**src/rtl/pipe_stall_ctrl.sv**
```systemverilog
// pipe_stall_ctrl: central stall controller for the five-stage pipeline.
//
// Detects load-use hazards between ID and EX and sequences the iterative
// multi-cycle (mul/div) unit in EX. Both sources are merged into one shared
// stall bus. A multi-cycle request in EX beats a load-use hazard because EX
// holds the older instruction.
//
// Optional feature macro: PERF_CNT_EN
//   defined   -> saturating 32-bit stall-cycle counters lu_cnt / mc_cnt
//   undefined -> lu_cnt / mc_cnt tied to zero, no counter flops
//
// Parameters:
//   MC_LAT       cycles from mc_start to mc_done (legal 2..63)
// Ports:
//   clk          pipeline clock
//   rst          synchronous active-high reset
//   id_rs/id_rt  source register fields of the ID instruction
//   id_rs_rd     ID instruction reads rs
//   id_rt_rd     ID instruction reads rt
//   ex_is_load   EX instruction is a load
//   ex_rf_we     EX instruction writes the regfile
//   ex_rf_waddr  EX destination register
//   ex_mc_req    level: a multi-cycle op is resident in EX
//   stall        {WB, MEM, EX, ID, IF, PC}, 1 = stop
//   mc_start     one-cycle launch pulse for the multi-cycle unit
//   mc_done      one-cycle pulse, unit result valid, EX latches it
//   mc_busy      high while the multi-cycle sequence is running
//   lu_cnt       load-use stall cycle count
//   mc_cnt       multi-cycle stall cycle count
module pipe_stall_ctrl #(
  parameter int unsigned MC_LAT = 33
) (
  input  logic        clk,
  input  logic        rst,
  input  logic [4:0]  id_rs,
  input  logic [4:0]  id_rt,
  input  logic        id_rs_rd,
  input  logic        id_rt_rd,
  input  logic        ex_is_load,
  input  logic        ex_rf_we,
  input  logic [4:0]  ex_rf_waddr,
  input  logic        ex_mc_req,
  output logic [5:0]  stall,
  output logic        mc_start,
  output logic        mc_done,
  output logic        mc_busy,
  output logic [31:0] lu_cnt,
  output logic [31:0] mc_cnt
);

  localparam logic [5:0] StallLu = 6'b000111;  // hold PC/IF/ID, bubble into EX
  localparam logic [5:0] StallMc = 6'b001111;  // hold through EX
  localparam logic [5:0] LastCnt = 6'(MC_LAT - 1);

  typedef enum logic [1:0] {
    StIdle,
    StMcRun,
    StMcDone
  } state_e;

  state_e     state_q, state_d;
  logic [5:0] cnt_q, cnt_d;
  logic       lu;

  // Writes to $0 are discarded, so they never create a dependency.
  assign lu = ex_is_load & ex_rf_we & (ex_rf_waddr != 5'd0) &
              ((id_rs_rd & (id_rs == ex_rf_waddr)) |
               (id_rt_rd & (id_rt == ex_rf_waddr)));

  always_comb begin
    state_d  = state_q;
    cnt_d    = cnt_q;
    stall    = 6'b000000;
    mc_start = 1'b0;
    mc_done  = 1'b0;
    mc_busy  = 1'b0;

    unique case (state_q)
      StIdle: begin
        if (ex_mc_req) begin
          stall    = StallMc;
          mc_start = 1'b1;
          cnt_d    = 6'd1;
          state_d  = StMcRun;
        end else if (lu) begin
          stall = StallLu;
        end
      end
      StMcRun: begin
        // ex_mc_req is not looked at: once launched the sequence completes.
        stall   = StallMc;
        mc_busy = 1'b1;
        cnt_d   = cnt_q + 6'd1;
        if (cnt_q == LastCnt) begin
          state_d = StMcDone;
        end
      end
      StMcDone: begin
        // EX advances with the result; a pending ex_mc_req here belongs to
        // the finishing op and is ignored.
        mc_done = 1'b1;
        state_d = StIdle;
        if (lu) begin
          stall = StallLu;
        end
      end
      default: begin
        state_d = StIdle;
      end
    endcase

    if (rst) begin
      stall    = 6'b000000;
      mc_start = 1'b0;
      mc_done  = 1'b0;
      mc_busy  = 1'b0;
    end
  end

  always_ff @(posedge clk) begin
    if (rst) begin
      state_q <= StIdle;
      cnt_q   <= 6'd0;
    end else begin
      state_q <= state_d;
      cnt_q   <= cnt_d;
    end
  end

`ifdef PERF_CNT_EN
  logic [31:0] lu_cnt_q, mc_cnt_q;

  always_ff @(posedge clk) begin
    if (rst) begin
      lu_cnt_q <= 32'd0;
      mc_cnt_q <= 32'd0;
    end else begin
      if ((stall == StallLu) && (lu_cnt_q != 32'hFFFF_FFFF)) begin
        lu_cnt_q <= lu_cnt_q + 32'd1;
      end
      if ((stall == StallMc) && (mc_cnt_q != 32'hFFFF_FFFF)) begin
        mc_cnt_q <= mc_cnt_q + 32'd1;
      end
    end
  end

  assign lu_cnt = lu_cnt_q;
  assign mc_cnt = mc_cnt_q;
`else
  assign lu_cnt = 32'd0;
  assign mc_cnt = 32'd0;
`endif

endmodule
```
**config.mk**
```make
export PLATFORM = sky130hd
export DESIGN_NAME = pipe_stall_ctrl
export DESIGN_NICKNAME = d
export VERILOG_FILES = /design/src/rtl/pipe_stall_ctrl.sv
export SDC_FILE = /design/constraint.sdc
export NUM_CORES = 1
export LEC_CHECK = 0
export ABC_AREA = 1
export ABC_CLOCK_PERIOD_IN_PS = 1600
export CAP_MARGIN = 10
export CORE_MARGIN = 2
export CORE_UTILIZATION = 36
export CTS_CLUSTER_SIZE = 10
export DETAILED_ROUTE_END_ITERATION = 6
export GPL_TIMING_DRIVEN = 0
export PLACE_DENSITY = 0.83
export SYNTH_ARGS = -nofsm -noshare
export SYNTH_HDL_FRONTEND = slang
export SYNTH_SLANG_ARGS = --single-unit
```
**constraint.sdc**
```tcl
create_clock -name clk -period 1.6 [get_ports clk]
set_input_delay 0.24 -clock clk [delete_from_list [all_inputs] [get_ports clk]]
set_output_delay 0.24 -clock clk [all_outputs]
set_load 0.1 [all_outputs]
```
==> metrics.txt, run 1 <==
antenna violations before repair 0; htree depth 1; share of cells above drive strength 1 about 39%; Startpoint Class flop; cell type with the largest total area after synthesis buf_4; Tcrit/Tclk final 104%; CTS Buffer Depth 2; DR vias/cell 3.49; CTS Root Buffer Type clkbuf_4; Crit path required time about 1.4 ns; compound-cell area share of the yosys netlist under 10%; worst-path fanout max 5; Vias ~1,200; post-synthesis mux area share 0%; clk sinks 8; ys flop type dfxtp_1; CP endpoint kind output pin; synth top area cells buf_4 43%, dfxtp_1 13%, nand2_1 13%; Total Power around 1.5 mW; per-cell routed wire length 7.15 um; CP Data Arrival Time 1.43 ns; # hold bufs at CTS 0; f_max 599 MHz; synth warn 0; core area approximately 0.0031 mm^2; critical path's largest stage delay about 0.34 ns; post-DP HPWL roughly 2100 um; pre-CTS setup slack -1.27 ns; first-pass GRT wire length roughly 3500 um; Antenna Cells 0; post-synthesis adder-cell area fraction under 10%; Async SR Flop Fraction 0%; Residual DRC 0; synthesized cell area ~0.0012 mm^2; outcome finished, violations left; leakage 1.17 nW; minimum clock period between 1.5 and 2 ns; area delta synth->final 60.8%; Initial Util between 30 and 40%; TritonCTS buffer count 3; Final nets 314; IO Count between 90 and 100; Die Y between 60 and 70 um; largest family of logic cells by synthesized area buffers and inverters; die area around 0.0038 mm^2; Port Buffers 27; RSZ-0062 raised after global routing true; final WL between 2000 and 2500 um; share of the synthesized area in the top cell type approximately 43%; Clock transition at path regs approximately 0.050 ns; syn avg cell area 6.39 um^2; Total GRT Usage between 10% and 20%; synth cell count leaders 68 x buf_4, 40 x nand2_1, 22 x inv_1; remaining global-route overflow 0; Final WS setup -0.0695 ns; final setup violation count 2; Finished Core Util between 60% and 70%; count leader, synth buf_4; Worst Hold Class input pin to flop; Routed Antenna Nets 0; Final Max Tran Viols 0; Yosys reg bits 8; Design Area, Final roughly 0.0019 mm^2; Syn Inst Count around 190; CTS tree yes; endpoints failing hold 0; Synth Area in Simple Gates around 28%; failing checks negative setup slack; register area share after synthesis between 10% and 20%; MaxCap Viol Count 0; clk_skew about 0.0043 ns; Crit Path Category flop to output pin; DRT iter0 DRCs 20; xor and xnor area share after synthesis 0%; drt pass-1 iters 4; maximum vdd drop 0.000487 V; fill count ~310; Post-synth EDFFs 0; Yosys cell types 27; total power density per cell area 798 mW/mm^2; Routability Congestion about 0.85; Worst-Skew Late Latency between 0.2 and 0.3 ns; Die Width 61.8 um; Row Count 20; Cell Area, Placed roughly 0.0018 mm^2; slowest CP cell dfxtp_2; vias in the first global route just under 900; cell chain of the critical path clkinv_4 -> nand2_8 -> inv_8 -> nor2_4 -> nor2_4 -> inv_2 -> nand2_8 -> buf_12 -> buf_16; largest net degree at the start of global routing 11
[metrics by stage]
| step | instances | TNS, ns | hold slack (ns) |
|---|---|---|---|
| final | 332 | -0.131 | 0.333 |
| after global routing | 332 | -0.324 | 0.336 |
| after CTS | 329 | -0.279 | 0.331 |
| after detailed placement | 324 | -6.36 | 0.461 |
| after global placement | 324 | -6.39 | 0.455 |
| after floorplan | 253 | -1.03 | 0.444 |
[cells by family after synthesis]
| kind of cell | count (synthesis) |
|---|---|
| other cells | 1 |
| flops | 8 |
| compound gates | 10 |
| simple gates | 72 |
| fa+ha+maj | 2 |
| buf+inv | 95 |
[per-layer routing]
layer / global-route usage [%] / up-vias / share of wire (%)
li1: - / 637 / -
met1: 12.0 / 466 / 35
met2: 24.7 / 54 / 55
met3: 3.73 / 2 / 9.2
met4: 2.13 / 0 / 1.1
met5: 0 / - / 0
[timing repair]
action,in CTS,in global routing
pin swaps,11,10
hold endpoints to repair,0,0
gates resized for setup,64,18
setup buffers,2,3
setup endpoints to repair,7,7
[final cells by class]
class	count	area (um^2)	area share [%]
Buffer	69	541	28.0
Multi-Input combinational cell	150	726	37.6
Sequential cell	8	163	8.42
Timing Repair Buffer	32	315	16.3
Clock buffer	3	22.5	1.17
Tap cell	44	55.1	2.85
Inverter	26	110	5.70
[cells in the final DEF, fill, tap and decap left out, drive strengths merged]
cell type	synthesis	routed
o22ai	1	1
a22oi	1	1
clkbuf	0	7
conb	1	66
o21ai	5	5
buf	69	79
nand2	41	41
a21oi	3	3
clkinv	1	1
ha	2	2
nor3	5	5
clkdlybuf4s15	0	1
clkdlybuf4s50	0	2
nor2	18	18
dlymetal6s2s	0	2
inv	25	25
nand3	5	5
dlygate4sd2	0	13
nand4	2	2
nor3b	1	1
dfxtp	8	8
[final timing paths]
| kind | from | to | slack (ns) | depth (start not counted) |
|---|---|---|---|---|
| worst min register to register | cnt_q[4] | cnt_q[4] | 0.47 | 2 |
| worst max-delay path | state_q[1] | stall[1] | -0.07 | 9 |
| worst max register to register | state_q[1] | cnt_q[1] | 0.51 | 7 |
| worst min-delay path | rst | cnt_q[1] | 0.33 | 2 |
[critical path: cells and delay by family (launching register included)]
family / cells / cell delay [ns]
flip-flops: 1 / 0.34
buffers and inverters: 5 / 0.49
AND/OR/NAND/NOR: 4 / 0.32
[state kept, by name, indices dropped and copies added, names as in the netlist]
signal and count:
cnt_q 6, state_q 2
[where the power goes]
group	switching [mW]	internal [mW]	total (mW)
clock	0.0663	0.0857	0.152
combinational	0.908	0.261	1.17
sequential	0.0133	0.209	0.222
total	0.987	0.555	1.54
Power figures use the tool's default switching activity.
==> run 2: changes to the inputs <==
--- a/config.mk
+++ b/config.mk
@@ -13,7 +13,7 @@
 export CTS_CLUSTER_SIZE = 10
 export DETAILED_ROUTE_END_ITERATION = 6
 export GPL_TIMING_DRIVEN = 0
-export PLACE_DENSITY = 0.83
+export PLACE_DENSITY = 0.87
 export SYNTH_ARGS = -nofsm -noshare
 export SYNTH_HDL_FRONTEND = slang
 export SYNTH_SLANG_ARGS = --single-unit
==> metrics.txt, run 2 (same netlist as run 1, synthesis figures left out) <==
outcome finished, violations left; failing checks negative setup slack; Final WS setup -0.0625 ns; Total GRT Usage between 10% and 20%; die area 0.00381 mm^2; CP endpoint kind output pin; final setup violation count 2; Startpoint Class flop; Tcrit/Tclk final 104%; Final nets ~320; Routability Congestion 0.837; maximum vdd drop 0.000436 V; most frequent cells in the layout 73 x buf_4, 66 x conb_1, 37 x nand2_1; largest net degree at the start of global routing 11; Crit Path Category flop to output pin; antenna violations before repair 0; Port Buffers 27; Routed Antenna Nets 0; drt pass-1 iters 4; Residual DRC 0; MaxCap Viol Count 0; Clock transition at path regs about 0.06 ns; endpoints failing hold 0; final WL around 2500 um; post-DP HPWL around 2200 um; htree depth 1; Antenna Cells 0; clk_skew around 0.007 ns; Crit path required time between 1 and 1.5 ns; Worst-Skew Late Latency 0.26 ns; Row Count 20; CP Data Arrival Time between 1 and 1.5 ns; f_max ~600 MHz; TritonCTS buffer count 3; core area approximately 0.0031 mm^2; vias in the first global route a little under 1,000; worst-path fanout max 5; CTS Root Buffer Type clkbuf_4; most common cell after layout, fill and taps aside buf_4; DR vias/cell ~3.5; total power density per cell area 798 mW/mm^2; Post-Layout Cell Count between 300 and 400; Total Power between 1.5 and 2 mW; met3 WL between 200 and 250 um; area delta synth->final 62.3%; minimum clock period between 1.5 and 2 ns; wire length on met2 ~1400 um; share of cells above drive strength 1 39.0%; Final Max Tran Viols 0; Die Y about 60 um; leakage about 1.2 nW; per-cell routed wire length about 7.5 um; DRT iter0 DRCs 11; Placed Cells incl. Taps 324; Vias 1,185; # hold bufs at CTS 0; WL met1 slightly below 900 um; clk sinks 8; CTS Buffer Depth 2; Top Metal Used met4; Initial Util about 39%; first-pass GRT wire length between 3000 and 4000 um; Worst Hold Class input pin to flop; max FFs per register 6; remaining global-route overflow 0; IO Count 95; RSZ-0062 raised after global routing true; Top Registers cnt_q: 6 flops, state_q: 2 flops; Reg with most FFs cnt_q; CTS tree yes; Die Width 61.8 um
==> run 2: cell types whose count changed in the layout (fill, tap and decap cells not counted) <==
cell and change:
inv_2 +1, buf_4 +2, inv_1 -1, buf_6 +2, buf_12 -1, clkbuf_2 -1
dlygate4sd2_1 -2, clkbuf_4 -1, clkdlybuf4s15_1 +3
==> run 2: routing by layer <==
layer  GRT usage [%]  vias up
li1                -      639
met1            12.8      483
met2            25.0       57
met3            2.28        6
met4            4.26        0
met5               0        -
==> run 2: final timing paths <==
| kind | from | endpoint | slack [ns] | cells past startpoint |
|---|---|---|---|---|
| worst min-delay path | rst | cnt_q[1] | 0.34 | 2 |
| worst min register to register | cnt_q[4] | cnt_q[4] | 0.46 | 2 |
| worst max-delay path | state_q[1] | stall[1] | -0.06 | 9 |
| worst max register to register | state_q[0] | cnt_q[3] | 0.41 | 5 |
==> run 2: stage by stage <==
stage	setup WS [ns]	utilization (%)	area [um^2]	hold slack (ns)	TNS (ns)
global route	-0.117	62.8	1950	0.362	-0.284
detailed placement	-1.28	59.5	1850	0.460	-6.44
floorplan	-0.317	-	1520	0.444	-1.03
finish	-0.0625	62.8	1950	0.341	-0.115
CTS	-0.0705	60.6	1880	0.346	-0.172
global placement	-1.25	59.5	1850	0.455	-6.37
==> run 2: layout make-up <==
cell class,instances,area (um^2)
Inverter,26,110
Sequential cell,8,163
Multi-Input combinational cell,150,726
Buffer,69,541
Fill cell,287,1150
Timing Repair Buffer,34,333
Tap cell,44,55.1
Clock buffer,3,22.5
==> run 2: report_power, final <==
part	switching, mW	leakage (nW)	internal (mW)
Clock	0.0690	0.0138	0.0859
Combinational	0.912	1.10	0.266
Sequential	0.0137	0.0659	0.209
==> run 2: worst max-delay path, stage by stage (launching register included) <==
cell and delay, ns:
dfxtp_2 0.34, clkinv_4 0.08, nand2_8 0.09, inv_8 0.04, nor2_4 0.12, nor2_4 0.05, inv_2 0.10, nand2_8 0.07
buf_12 0.13, buf_16 0.15
==> run 2: repair_timing <==
action                     CTS  global route
resized for setup           66            17
pin swaps                   12            10
setup buffers                2             5
setup endpoints to repair    7             6
